$ cat src/rtl/ps2_host_tx.sv
// -----------------------------------------------------------------------------
// ps2_host_tx
// Sends one command byte from the host to a PS/2 device, for example an LED
// command. The host holds the clock line low (inhibit) and drives the start bit.
// It then shifts out data[0..7], odd parity and the stop bit on the falling
// edges that the device generates. Finally it samples the device ACK and waits
// for both lines to go idle.
//
// Ports
//   clk           system clock, all logic on rising edge
//   reset         synchronous, active-high
//   data[7:0]     byte to send, taken when valid && ready
//   valid         byte on data is valid
//   ready         block can accept a byte
//   ps2_clk       raw PS/2 clock line (asynchronous)
//   ps2_data      raw PS/2 data line (asynchronous)
//   ps2_clk_low   1 = pull PS/2 clock low (open drain)
//   ps2_data_low  1 = pull PS/2 data low (open drain)
//   busy          transfer in progress (hold the PS/2 receiver idle)
//   done          one-cycle pulse: byte acknowledged by the device
//   error         one-cycle pulse: NACK or timeout
// -----------------------------------------------------------------------------
module ps2_host_tx #(
    parameter int unsigned INHIBIT_CYCLES = 2600,
    parameter int unsigned TIMEOUT_CYCLES = 375000
) (
    input  logic       clk,
    input  logic       reset,
    input  logic [7:0] data,
    input  logic       valid,
    output logic       ready,
    input  logic       ps2_clk,
    input  logic       ps2_data,
    output logic       ps2_clk_low,
    output logic       ps2_data_low,
    output logic       busy,
    output logic       done,
    output logic       error
);

    localparam int unsigned INH_W = $clog2(INHIBIT_CYCLES + 1);
    localparam int unsigned TO_W  = $clog2(TIMEOUT_CYCLES + 1);
    localparam logic [INH_W-1:0] INH_LAST = INH_W'(INHIBIT_CYCLES - 1);
    localparam logic [TO_W-1:0]  TO_LAST  = TO_W'(TIMEOUT_CYCLES - 1);

    typedef enum logic [2:0] {IDLE, INHIBIT, SEND, ACK, RELEASE} state_t;

    state_t           state;
    logic [7:0]       data_q;
    logic             parity_q;
    logic [3:0]       bit_idx;
    logic [INH_W-1:0] inh_cnt;
    logic [TO_W-1:0]  to_cnt;

    // Two-flop synchronizers. They reset to 1 (the idle bus level) so that
    // leaving reset cannot fake a falling edge.
    logic clk_meta, clk_sync, clk_prev;
    logic data_meta, data_sync;
    logic clk_fall;

    always_ff @(posedge clk) begin
        if (reset) begin
            clk_meta  <= 1'b1;
            clk_sync  <= 1'b1;
            clk_prev  <= 1'b1;
            data_meta <= 1'b1;
            data_sync <= 1'b1;
        end else begin
            clk_meta  <= ps2_clk;
            clk_sync  <= clk_meta;
            clk_prev  <= clk_sync;
            data_meta <= ps2_data;
            data_sync <= data_meta;
        end
    end

    assign clk_fall = clk_prev & ~clk_sync;

    // Frame bits presented after each device falling edge; the stop bit is
    // 1, which means the data line is released.
    logic [9:0] frame;
    assign frame = {1'b1, parity_q, data_q};

    always_ff @(posedge clk) begin
        if (reset) begin
            state        <= IDLE;
            ready        <= 1'b1;
            busy         <= 1'b0;
            ps2_clk_low  <= 1'b0;
            ps2_data_low <= 1'b0;
            done         <= 1'b0;
            error        <= 1'b0;
            data_q       <= 8'h00;
            parity_q     <= 1'b0;
            bit_idx      <= 4'd0;
            inh_cnt      <= '0;
            to_cnt       <= '0;
        end else begin
            done  <= 1'b0;
            error <= 1'b0;
            case (state)
                IDLE: begin
                    if (valid && ready) begin
                        data_q       <= data;
                        parity_q     <= ~^data;
                        inh_cnt      <= '0;
                        ready        <= 1'b0;
                        busy         <= 1'b1;
                        ps2_clk_low  <= 1'b1;
                        ps2_data_low <= 1'b0;
                        state        <= INHIBIT;
                    end
                end
                INHIBIT: begin
                    if (inh_cnt == INH_LAST) begin
                        ps2_data_low <= 1'b1;  // start bit
                        ps2_clk_low  <= 1'b0;
                        bit_idx      <= 4'd0;
                        to_cnt       <= '0;
                        state        <= SEND;
                    end else begin
                        inh_cnt <= inh_cnt + 1'b1;
                    end
                end
                SEND, ACK, RELEASE: begin
                    if (to_cnt == TO_LAST) begin
                        ps2_clk_low  <= 1'b0;
                        ps2_data_low <= 1'b0;
                        error        <= 1'b1;
                        ready        <= 1'b1;
                        busy         <= 1'b0;
                        state        <= IDLE;
                    end else begin
                        to_cnt <= to_cnt + 1'b1;
                        if (state == SEND) begin
                            if (clk_fall) begin
                                ps2_data_low <= ~frame[bit_idx];
                                bit_idx      <= bit_idx + 4'd1;
                                if (bit_idx == 4'd9) begin
                                    state <= ACK;
                                end
                            end
                        end else if (state == ACK) begin
                            if (clk_fall) begin
                                if (!data_sync) begin
                                    state <= RELEASE;
                                end else begin
                                    ps2_data_low <= 1'b0;
                                    error        <= 1'b1;
                                    ready        <= 1'b1;
                                    busy         <= 1'b0;
                                    state        <= IDLE;
                                end
                            end
                        end else if (clk_sync && data_sync) begin
                            done  <= 1'b1;
                            ready <= 1'b1;
                            busy  <= 1'b0;
                            state <= IDLE;
                        end
                    end
                end
                default: begin
                    ps2_clk_low  <= 1'b0;
                    ps2_data_low <= 1'b0;
                    ready        <= 1'b1;
                    busy         <= 1'b0;
                    state        <= IDLE;
                end
            endcase
        end
    end

endmodule

$ cat config.mk
export PLATFORM = sky130hd
export DESIGN_NAME = ps2_host_tx
export DESIGN_NICKNAME = d
export VERILOG_FILES = /design/src/rtl/ps2_host_tx.sv
export SDC_FILE = /design/constraint.sdc
export NUM_CORES = 1
export LEC_CHECK = 0
export CORE_ASPECT_RATIO = 1.5
export CORE_MARGIN = 1
export CORE_UTILIZATION = 59
export CTS_BUF_LIST = sky130_fd_sc_hd__clkbuf_4 sky130_fd_sc_hd__clkbuf_8 sky130_fd_sc_hd__clkbuf_16
export DETAILED_ROUTE_END_ITERATION = 6
export MAX_ROUTING_LAYER = met4
export PLACE_DENSITY = 0.8
export SYNTH_ARGS = -nofsm -noshare
export SYNTH_HDL_FRONTEND = slang
export SYNTH_SLANG_ARGS = --single-unit
$ cat constraint.sdc
create_clock -name clk -period 3 [get_ports clk]
set_clock_uncertainty 0.2 [all_clocks]
set_input_delay 0.6 -clock clk [delete_from_list [all_inputs] [get_ports clk]]
set_output_delay 0.6 -clock clk [all_outputs]
set_load 0.005 [all_outputs]
==> out/summary.md <==
• status: complete, no violations
• Critical-path top delay cell: sky130_fd_sc_hd__or4_1
• Most Frequent Cell on Critical Path: sky130_fd_sc_hd__or4_1
• most common cell after layout, fill and taps aside: sky130_fd_sc_hd__dfxtp_1
• Setup Crit Path Kind: reg2reg
• DRC marker count from the first detailed-route iteration: 114
• setup repair after global routing missed its margin: no
• number of antenna violations at the first check in global routing: 0
• placed cell count: 418
• Syn. warnings: 0
• max-cap violations: 0
• dpl hpwl: 4560 µm
• GP Congestion: 0.983
• number of optimization iterations in the first detailed-route pass: 4
• Power Density: 690 mW/mm²
• core area: 0.00477 mm²
• setup total negative slack: 0 ns
• synthesis-stage register bit count: 58
• post-synth net total: 361
• critical path, cell by cell: or3b_4, or4_1, nand2_2, or4_1, o21ai_0
• worst-margin pin slew: 0.582 ns
• final-layout worst hold slack: 0.209 ns
• number of port buffers: 18
• worst min path class: reg2reg
• mean instance size in the synthesized netlist: 8.47 µm²
• overall overflow remaining after global route: 0
• horizontal extent of the die: 59.4 µm
• pin count of the biggest net entering global routing: 30
• maximum level of the CTS H-tree: 3
• # hold bufs at CTS: 0
• remaining max-slew budget at the tightest pin: 60.2%
• share of the cycle needed by the critical path after routing: 86.3%
• Worst EP arrival: 2.61 ns
• post-synth top area cell: sky130_fd_sc_hd__dfxtp_1
• Final Net Count: 380
• Placement Cell Area: 0.00314 mm²
• cts repair resizes: 0
• top area cells in the synthesized netlist: sky130_fd_sc_hd__dfxtp_1 (40%), sky130_fd_sc_hd__a21oi_1 (6.0%), sky130_fd_sc_hd__nand2_1 (4.8%)
• Die Y: 88.1 µm
• sequential fraction of the synthesis area: 39.8%
• Critical Path RT: 3.02 ns
• final-report max-slew violation count: 0
• number of nets with antenna violations after detailed routing: 0
• stage delay of the slowest cell on the critical path: 0.68 ns
• placement-stage worst setup slack: 0.424 ns
• row cnt: 31
• fraction of final layout cells with drive strength greater than 1: 10.9%
• number of flops mapped to enable cells by yosys: 0
• clock insertion delay at the later pin of the skew report: 0.33 ns
• number of diodes added for antenna fixing: 0
• element type at the critical path start: flop
• minimum setup slack in the final design: 0.410 ns
• CTS buffer count: 9
• final std cells w/o fill: 433
• Layout Cell Area excl Fill: 0.00333 mm²
• initial standard-cell utilization of the core: 61.1%
• most used cells in the layout excluding fill and tap cells: sky130_fd_sc_hd__dfxtp_1 (58), sky130_fd_sc_hd__nand2_1 (37), sky130_fd_sc_hd__a21oi_1 (35), sky130_fd_sc_hd__nor2_1 (27), sky130_fd_sc_hd__clkdlybuf4s50_1 (18)
• crit path max fanout: 18
• Max clock buf depth: 2
• total standard cell area after synthesis: 0.00292 mm²
• DRC violations left: 0
• number of fill cells: 383
• wire length on met1: 2640 µm
• asr flop ratio synth: 0%
• Yosys cell types: 64
• Worst-path clk slew: 0.06 ns
• routed length on met3: 210 µm
• routed length per placed instance: 14.8 µm
• clock root buffer master: sky130_fd_sc_hd__clkbuf_8
• Post-synth top flop: sky130_fd_sc_hd__dfxtp_1
• total setup violations reported at the end of the flow: 0
• first-pass GRT wire length: 10700 µm
• kind of end point of the critical path: flop
• cell type group with the largest total delay on the critical path: simple AND/OR/NAND/NOR gates
• maximum clock rate: 386 MHz
• met2 routed WL: 3320 µm
• via count of the first global-routing pass: 2441
• final routed wirelength across all metal layers: 6400 µm
• highest metal layer used by the detailed router: met4
• number of vias in the routed layout: 2614
• Avg Vias per Cell: 6.04
• Synth Instances: 344
• Fin. Hold Viols: 0
• I/O Pins: 19
• combined global-route utilization of all metal layers: 28.2%
• post-CTS repair timing setup buffer count: 0
• total leakage power: 1.11 nW
• fraction of synthesized cell area taken by the top area cell type: 39.8%
• worst ir drop on vdd: 0.000650 V
• clock period minus worst slack: 2.59 ns
• # clock sinks: 58
• Die Area: 0.00523 mm²
• area growth from synthesis to layout: 14.3%
• TritonCTS clock tree: done
• total buffers and inverters traversed by the critical path: 0
[per-layer routing]
layer,GRT usage [%],vias up
li1,-,1302
met1,30.4,1241
met2,45.9,49
met3,5.61,22
met4,18.4,0
met5,-,-
[flip-flops by register name (all words and copies together) (netlist names), 3 cells and up]
register,cells
to_cnt,19
inh_cnt,12
data_q,8
bit_idx,4
state,3
[kinds of logic after synthesis]
logic type	Yosys count	share of synthesized area, %
xor gates and xnor gates	17	5.11
muxes	5	2.58
AOI/OAI and AO/OA	82	17.8
DFF	58	39.8
and+or+nand+nor	155	29.4
adders and majority gates	4	1.72
buffers and inverters	23	3.61
[cell type report]
cell class | count | area, µm² | area share, %
Multi-Input combinational cell | 263 | 1650 | 49.5
Sequential cell | 58 | 1160 | 34.8
Timing Repair Buffer | 24 | 225 | 6.76
Clock buffer | 13 | 179 | 5.37
Tap cell | 66 | 82.6 | 2.48
Inverter | 7 | 26.3 | 0.788
Clock inverter | 2 | 10.0 | 0.300
[metrics by stage]
stage | util, % | power [mW]
after detailed placement | 65.9 | 1.64
after floorplan | - | 1.44
after CTS | 69.9 | 2.31
after global routing | 69.9 | 2.43
final | 69.9 | 2.30
after global placement | 65.9 | 1.62
[synthesized netlist by cell type (2+ instances only)]
cell	number
sky130_fd_sc_hd__nand3_1	15
sky130_fd_sc_hd__o21a_1	2
sky130_fd_sc_hd__o211ai_1	2
sky130_fd_sc_hd__or3_1	14
sky130_fd_sc_hd__nand3b_1	2
sky130_fd_sc_hd__nor3_1	7
sky130_fd_sc_hd__a2111oi_0	4
sky130_fd_sc_hd__nand4_1	10
sky130_fd_sc_hd__o31ai_1	6
sky130_fd_sc_hd__clkbuf_1	7
sky130_fd_sc_hd__or4_1	8
sky130_fd_sc_hd__xor2_1	4
sky130_fd_sc_hd__o22ai_1	2
sky130_fd_sc_hd__dfxtp_1	58
sky130_fd_sc_hd__mux4_2	2
sky130_fd_sc_hd__or2_2	8
sky130_fd_sc_hd__nor4_1	3
sky130_fd_sc_hd__ha_1	4
sky130_fd_sc_hd__nor2_1	27
sky130_fd_sc_hd__o21ai_0	15
sky130_fd_sc_hd__nand2b_1	2
sky130_fd_sc_hd__xnor2_1	13
sky130_fd_sc_hd__buf_2	6
sky130_fd_sc_hd__mux2i_1	3
sky130_fd_sc_hd__and3_1	3
sky130_fd_sc_hd__a21oi_1	35
sky130_fd_sc_hd__nand2_1	37
sky130_fd_sc_hd__inv_1	7
sky130_fd_sc_hd__nor2b_1	3
[final timing paths]
path | startpoint | to | slack, ns | cells after the start
setup / recovery | state[0]$_SDFFE_PP0P_ | to_cnt[15]$_SDFFE_PP0P_ | 0.41 | 5
hold / removal | data_meta$_SDFF_PP1_ | data_sync$_SDFF_PP1_ | 0.21 | 1
setup reg to reg | state[0]$_SDFFE_PP0P_ | to_cnt[15]$_SDFFE_PP0P_ | 0.41 | 5
hold reg to reg | data_meta$_SDFF_PP1_ | data_sync$_SDFF_PP1_ | 0.21 | 1
[power breakdown]
group          internal, mW  switching, mW  total (mW)
clock                 0.382          0.285       0.667
combinational         0.296          0.405       0.701
sequential            0.850         0.0814       0.932
total                  1.53          0.771        2.30
Note: power is estimated with default switching activity, not from simulation.
